## src/rtl/add8_errmon_pkg.sv

```systemverilog
`default_nettype none
// ============================================================================
// Module      : add8_errmon_pkg
// Description : Shared widths and FSM state encoding for the 8-bit approximate
//               adder error monitor.
// Revision    : 1.0 - initial release
// ============================================================================
package add8_errmon_pkg;

    localparam int ERR_W = 9;   // |error| range 0..511
    localparam int SQ_W  = 18;  // 511^2 fits in 18 bits

    typedef enum logic [1:0] {
        ST_IDLE  = 2'd0,
        ST_RUN   = 2'd1,
        ST_DRAIN = 2'd2,
        ST_DONE  = 2'd3
    } state_t;

endpackage
`default_nettype wire

```

## src/rtl/add8_err_calc.sv

```systemverilog
`default_nettype none
// ============================================================================
// Module      : add8_err_calc
// Description : Combinational exact sum, signed error, magnitude and mismatch
//               for one adder sample. Squared error present only when
//               ADD8_ERR_MONITOR_MSE_EN is defined.
// Revision    : 1.0 - initial release
// ============================================================================
module add8_err_calc
    import add8_errmon_pkg::*;
(
    input  logic [7:0]       i_a,
    input  logic [7:0]       i_b,
    input  logic [ERR_W-1:0] i_approx,
`ifdef ADD8_ERR_MONITOR_MSE_EN
    output logic [SQ_W-1:0]  o_sq,
`endif
    output logic [ERR_W-1:0] o_abs,
    output logic             o_mismatch
);

    logic [ERR_W-1:0]  w_exact;
    logic signed [9:0] w_err;

    assign w_exact    = {1'b0, i_a} + {1'b0, i_b};
    assign w_err      = signed'({1'b0, w_exact}) - signed'({1'b0, i_approx});
    // Two's-complement negate on the low 9 bits; -511 maps cleanly to 511.
    assign o_abs      = w_err[9] ? (~w_err[8:0] + 9'd1) : w_err[8:0];
    assign o_mismatch = (w_err != 10'sd0);

`ifdef ADD8_ERR_MONITOR_MSE_EN
    assign o_sq = o_abs * o_abs;
`endif

endmodule
`default_nettype wire

```

## src/rtl/add8_err_monitor.sv

```systemverilog
`default_nettype none
// ============================================================================
// Module      : add8_err_monitor
// Description : Characterisation monitor for an 8-bit approximate adder:
//               error count, sum of |error| and worst-case error over a run.
//               Define ADD8_ERR_MONITOR_MSE_EN to add the sq_sum_o output.
// Revision    : 1.0 - initial release
// ============================================================================
module add8_err_monitor
    import add8_errmon_pkg::*;
#(
    parameter int CNT_W = 16
) (
    input  logic                   clk,
    input  logic                   rst,
    input  logic                   start_i,
    input  logic [CNT_W-1:0]       n_samples_i,
    input  logic                   in_valid_i,
    output logic                   in_ready_o,
    input  logic [7:0]             a_i,
    input  logic [7:0]             b_i,
    input  logic [ERR_W-1:0]       approx_i,
    output logic                   busy_o,
    output logic                   done_o,
    output logic [CNT_W-1:0]       err_cnt_o,
    output logic [CNT_W+ERR_W-1:0] abs_sum_o,
`ifdef ADD8_ERR_MONITOR_MSE_EN
    output logic [CNT_W+SQ_W-1:0]  sq_sum_o,
`endif
    output logic [ERR_W-1:0]       wce_o
);

    state_t                 r_state;
    state_t                 w_state_nxt;
    logic [CNT_W-1:0]       r_remain;
    logic                   r_drain;
    logic                   w_start;
    logic                   w_accept;

    logic                   r_s1_vld;
    logic [ERR_W-1:0]       r_s1_abs;
    logic                   r_s1_mis;
    logic [ERR_W-1:0]       w_abs;
    logic                   w_mis;

    logic [CNT_W-1:0]       r_err_cnt;
    logic [CNT_W+ERR_W-1:0] r_abs_sum;
    logic [ERR_W-1:0]       r_wce;

`ifdef ADD8_ERR_MONITOR_MSE_EN
    logic [SQ_W-1:0]        w_sq;
    logic [SQ_W-1:0]        r_s1_sq;
    logic [CNT_W+SQ_W-1:0]  r_sq_sum;
`endif

    add8_err_calc u_calc (
        .i_a        (a_i),
        .i_b        (b_i),
        .i_approx   (approx_i),
`ifdef ADD8_ERR_MONITOR_MSE_EN
        .o_sq       (w_sq),
`endif
        .o_abs      (w_abs),
        .o_mismatch (w_mis)
    );

    assign w_start  = start_i && ((r_state == ST_IDLE) || (r_state == ST_DONE));
    assign w_accept = in_valid_i && (r_state == ST_RUN);

    always_ff @(posedge clk) begin
        if (rst) begin
            r_state <= ST_IDLE;
        end else begin
            r_state <= w_state_nxt;
        end
    end

    always_comb begin
        w_state_nxt = r_state;
        case (r_state)
            ST_IDLE, ST_DONE: begin
                if (start_i) begin
                    w_state_nxt = (n_samples_i == '0) ? ST_DONE : ST_RUN;
                end
            end
            ST_RUN: begin
                if (in_valid_i && (r_remain == CNT_W'(1))) begin
                    w_state_nxt = ST_DRAIN;
                end
            end
            ST_DRAIN: begin
                if (r_drain) begin
                    w_state_nxt = ST_DONE;
                end
            end
            default: w_state_nxt = ST_IDLE;
        endcase
    end

    // Run bookkeeping: remaining samples and the two-cycle drain timer.
    always_ff @(posedge clk) begin
        if (rst) begin
            r_remain <= '0;
            r_drain  <= 1'b0;
        end else begin
            if (w_start) begin
                r_remain <= n_samples_i;
            end else if (w_accept) begin
                r_remain <= r_remain - CNT_W'(1);
            end
            r_drain <= (r_state == ST_DRAIN) ? ~r_drain : 1'b0;
        end
    end

    // Stage 1 captures the per-sample error; stage 2 folds it into the totals.
    always_ff @(posedge clk) begin
        if (rst) begin
            r_s1_vld  <= 1'b0;
            r_s1_abs  <= '0;
            r_s1_mis  <= 1'b0;
            r_err_cnt <= '0;
            r_abs_sum <= '0;
            r_wce     <= '0;
        end else begin
            r_s1_vld <= w_accept;
            if (w_accept) begin
                r_s1_abs <= w_abs;
                r_s1_mis <= w_mis;
            end
            if (w_start) begin
                r_s1_vld  <= 1'b0;
                r_err_cnt <= '0;
                r_abs_sum <= '0;
                r_wce     <= '0;
            end else if (r_s1_vld) begin
                r_err_cnt <= r_err_cnt + {{(CNT_W-1){1'b0}}, r_s1_mis};
                r_abs_sum <= r_abs_sum + {{CNT_W{1'b0}}, r_s1_abs};
                if (r_s1_abs > r_wce) begin
                    r_wce <= r_s1_abs;
                end
            end
        end
    end

`ifdef ADD8_ERR_MONITOR_MSE_EN
    always_ff @(posedge clk) begin
        if (rst) begin
            r_s1_sq  <= '0;
            r_sq_sum <= '0;
        end else begin
            if (w_accept) begin
                r_s1_sq <= w_sq;
            end
            if (w_start) begin
                r_sq_sum <= '0;
            end else if (r_s1_vld) begin
                r_sq_sum <= r_sq_sum + {{CNT_W{1'b0}}, r_s1_sq};
            end
        end
    end

    assign sq_sum_o = r_sq_sum;
`endif

    assign in_ready_o = (r_state == ST_RUN);
    assign busy_o     = (r_state == ST_RUN) || (r_state == ST_DRAIN);
    assign done_o     = (r_state == ST_DONE);
    assign err_cnt_o  = r_err_cnt;
    assign abs_sum_o  = r_abs_sum;
    assign wce_o      = r_wce;

endmodule
`default_nettype wire

```

## config.mk

```make
export PLATFORM = sky130hd
export DESIGN_NAME = add8_err_monitor
export DESIGN_NICKNAME = d
export VERILOG_FILES = /design/src/rtl/add8_errmon_pkg.sv /design/src/rtl/add8_err_calc.sv /design/src/rtl/add8_err_monitor.sv
export SDC_FILE = /design/constraint.sdc
export NUM_CORES = 1
export LEC_CHECK = 0
export ABC_CLOCK_PERIOD_IN_PS = 2500
export BUFFER_PORTS_ARGS = -buffer_cell sky130_fd_sc_hd__buf_2
export CAP_MARGIN = 40
export CELL_PAD_IN_SITES_DETAIL_PLACEMENT = 0
export CELL_PAD_IN_SITES_GLOBAL_PLACEMENT = 1
export CORE_MARGIN = 2
export CORE_UTILIZATION = 38
export CTS_BUF_LIST = sky130_fd_sc_hd__clkbuf_2 sky130_fd_sc_hd__clkbuf_4 sky130_fd_sc_hd__clkbuf_8
export DETAILED_ROUTE_END_ITERATION = 12
export GPL_ROUTABILITY_DRIVEN = 0
export PLACE_DENSITY_LB_ADDON = 0.1
export SLEW_MARGIN = 20
export SYNTH_ARGS = -nofsm -noshare
export SYNTH_HDL_FRONTEND = slang
export SYNTH_SLANG_ARGS = --single-unit
```

## constraint.sdc

```tcl
create_clock -name clk -period 2.5 [get_ports clk]
set_input_delay 0.25 -clock clk [delete_from_list [all_inputs] [get_ports clk]]
set_output_delay 0.25 -clock clk [all_outputs]
set_load 0.02 [all_outputs]
```

==> qor.csv <==
metric,value,unit
outcome,"finished, final reports clean",
design.die.area,13800,um2
tritoncts,yes,
sequentialPowerShare,35.7,%
chipHeight,118,um
synth-main-ff-cell,dfxtp_1,
number_of_maximum_capacitance_constraint_violations,0,
floorplan.core_area,12600,um2
num_io_pins,98,
clk_path_buf_depth,2,
setup-tns-final,0,ps
die-width,118,um
ys_async_sr_fraction,0,%
vias,4412,
initial_drt_markers,158,
mostFrequentLayoutCells,"buf_2 (96), nor2_1 (85), dfxtp_1 (80), inv_1 (58), buf_4 (36)",
wl_met3,424,um
whs_path_depth,3,
finalCoreUtilization,49.2,%
htree_levels,3,
area_growth_syn_to_layout,26.6,%
antenna_found_initial,0,
hold_class,in -> reg,
timing.reg2reg.setup_slack,200,ps
synth_area,4900,um2
layout.cell_area.non_filler,6210,um2
clk_root_buffer_cell,clkbuf_8,
timing.critical_path.slowest_stage_cell,fa_2,
antenna_cells_inserted,0,
postRouteAntennaNets,0,
cts_inserted_buffers,9,
power.share.switching,36.0,%
routed_wire_length_per_instance,13.2,um
synth_xor_area_share,9.82,%
power.share.combinational,39.4,%
yosys-mux-area-fraction,3.50,%
p_total,0.00445,W
cp_max_stage_delay,600,ps
drv_slew,0,
arrival,2730,ps
netSwitchingPower,0.00160,W
total_leakage_power,2.68,nW
cts_hold_repair.buffers,0,
synth_top_family_by_area,simple AND/OR/NAND/NOR gates,
wire_length_of_the_first_global_routing_pass,19.5,mm
synthesis.nets,679,
clock_skew,8.60,ps
topRoutingLayerUsed,met4,
worstSkewPairLatency,370,ps
largest_fanout_on_the_critical_path,3,
avgViaCountPerCell,4.96,
remaining_drc_errors,0,
synth_compound_area_share,15.0,%
regToRegEndpoint,abs_sum_o[8]$_SDFFE_PP0P_,
synth-warning-count,0,
worst-slew-pin-transition,480,ps
critical_path_cell_by_cell,buf_6 -> inv_2 -> fa_2 -> inv_2 -> ha_4 -> a211oi_4 -> nor2_1 -> xor2_1 -> buf_4 -> nor3_4 -> or3_1 -> a311oi_2,
route.layer.met1.wl,5.45,mm
met2WireLength,5.66,mm
postPlaceCellArea,5790,um2
largest_net_degree_at_the_start_of_global_routing,33,
timing.final.ws_setup,54.5,ps
place.detailed.hpwl,8.83,mm
mostFrequentLayoutCell,buf_2,
setup.worst_path.end_class,register,
power_report.internal_total,0.00285,W
preCtsSetupSlack,-426,ps
power.clock.fraction,24.9,%
period_minus_slack,2450,ps
num-nets-final,803,
fillers,1293,
grt-ovfl-total,0,
setup_repair_after_global_routing_missed_its_margin,yes,
grt.total_usage,17.1,%
ys_ff_latch,80,
worst_ep_required_time,2780,ps
port-buffer-count,97,
final_setup_viols,0,
max_freq,0.409,GHz
worst_ir_drop_vdd,0.318,mV
post_synth_edffs,0,
postSynthCellCount,588,
yosys.cell_types.count,54,
yosysTopAreaCell,dfxtp_1,
drive_above_1_share,25.8,%
cell_pwr_density,717,nW/um2
synth_simple_gate_area_share,19.6,%
critical_path_start_end_classification,in -> reg,
synth_top_cells_by_area,"dfxtp_1 (33%), ha_1 (9.4%), nor2_1 (6.5%)",
synth.yosys.seq_area_share,32.7,%
top_cell_by_count_worst_path,inv_2,
grt_pass1_vias,4161,
number_of_sinks_driven_by_the_clock_tree,80,
cts.clk_slew.worst_paths,90,ps
yosys.area.top_type_share,32.7,%
start_util,38.9,%
slew_headroom,67.8,%
ff2ff_path_depth,10,
timing.hold.worst.start,n_samples_i[12],
num_rows,41,
worst_setup_path_start_kind,primary input,
finalHoldViolCount,0,
synth.avg_cell_area,8.34,um2
synth_adder_area_share,13.1,%
finalCritPeriodShare,97.8,%
wl_final,11.7,mm
rr_startpoint,abs_sum_o[0]$_SDFFE_PP0P_,
drt_pre_antenna_iters,4,
holdPathEnd,r_remain[12]$_SDFFE_PP0P_,
-- synth_stat cells (12+ instances only) --
cell type and number:
nand3_1 23, ha_1 37, o21ai_0 21, nor4_1 12
xnor2_1 24, inv_1 60, a211oi_1 22, dfxtp_1 80
xor2_1 31, mux2i_1 16, nor2_1 85, nor3_1 14
a21oi_1 20, nand2_1 28
-- area by class of cell --
class	count	area [um2]	area share [%]
timing repair buffer	133	762	12.3
clock buffer	12	153	2.46
tap	172	215	3.47
multi-input combinational	428	3180	51.1
sequential	80	1600	25.8
inverter	60	225	3.63
clock inverter	4	77.6	1.25
-- routing by layer --
| layer | up-vias | global-route usage (%) |
|---|---|---|
| met5 | - | 0 |
| met1 | 2039 | 21.7 |
| li1 | 2282 | - |
| met2 | 77 | 28.8 |
| met3 | 14 | 3.49 |
| met4 | 0 | 5.72 |
-- power by group through the flow --
stage	Combinational [W]	Sequential [W]	Clock, W
floorplan	0.00114	0.00158	0
global placement	0.00160	0.00161	0
detailed placement	0.00161	0.00162	0
CTS	0.00163	0.00159	0.00115
global route	0.00198	0.00161	0.00120
finish	0.00175	0.00159	0.00111
-- critical path, delay by kind of cell --
kind	cells	cell delay, ps
adders and majority gates	2	840
AOI/OAI and AO/OA	2	510
and+or+nand+nor	3	490
buffers and inverters	4	360
xor gates and xnor gates	1	280
-- worst max path at each step --
stage                      startpoint                        to  slack [ps]  depth (start not counted)
final                          b_i[1]  r_s1_abs[5]$_SDFFE_PP0P_          50                         12
after global routing           b_i[1]  r_s1_abs[5]$_SDFFE_PP0P_         -40                         12
after CTS                 approx_i[1]  r_s1_abs[4]$_SDFFE_PP0P_          30                         10
after detailed placement  approx_i[1]  r_s1_abs[8]$_SDFFE_PP0P_        -430                         11
after global placement    approx_i[1]  r_s1_abs[8]$_SDFFE_PP0P_        -380                         11
after floorplan           approx_i[1]  r_s1_abs[4]$_SDFFE_PP0P_        -140                         10
-- repair_timing --
item | in CTS | in global routing
pin swaps | 0 | 22
gates resized for setup | 2 | 26
endpoints found under the setup margin | 3 | 10
setup buffers | 0 | 2
-- metrics by stage --
step	hold WS (ps)	std cells
after detailed placement	498	871
after global placement	485	871
after CTS	147	887
final	165	889
after global routing	165	889
after floorplan	411	588
-- logic make-up (layout without fill, tap and decap cells) --
group,count (synthesis),after routing
muxes,17,17
adders and majority gates,46,46
and+or+nand+nor,203,203
buffers and inverters,80,209
DFF,80,80
AOI/OAI and AO/OA,107,107
xor gates and xnor gates,55,55
-- state kept, by name, summed over array words and instances (netlist names) --
register,cells
r_s1_abs,9
r_drain,1
r_s1_vld,1
r_state,2
abs_sum_o,25
wce_o,9
r_remain,16
r_s1_mis,1
err_cnt_o,16
Power figures use the tool's default switching activity.
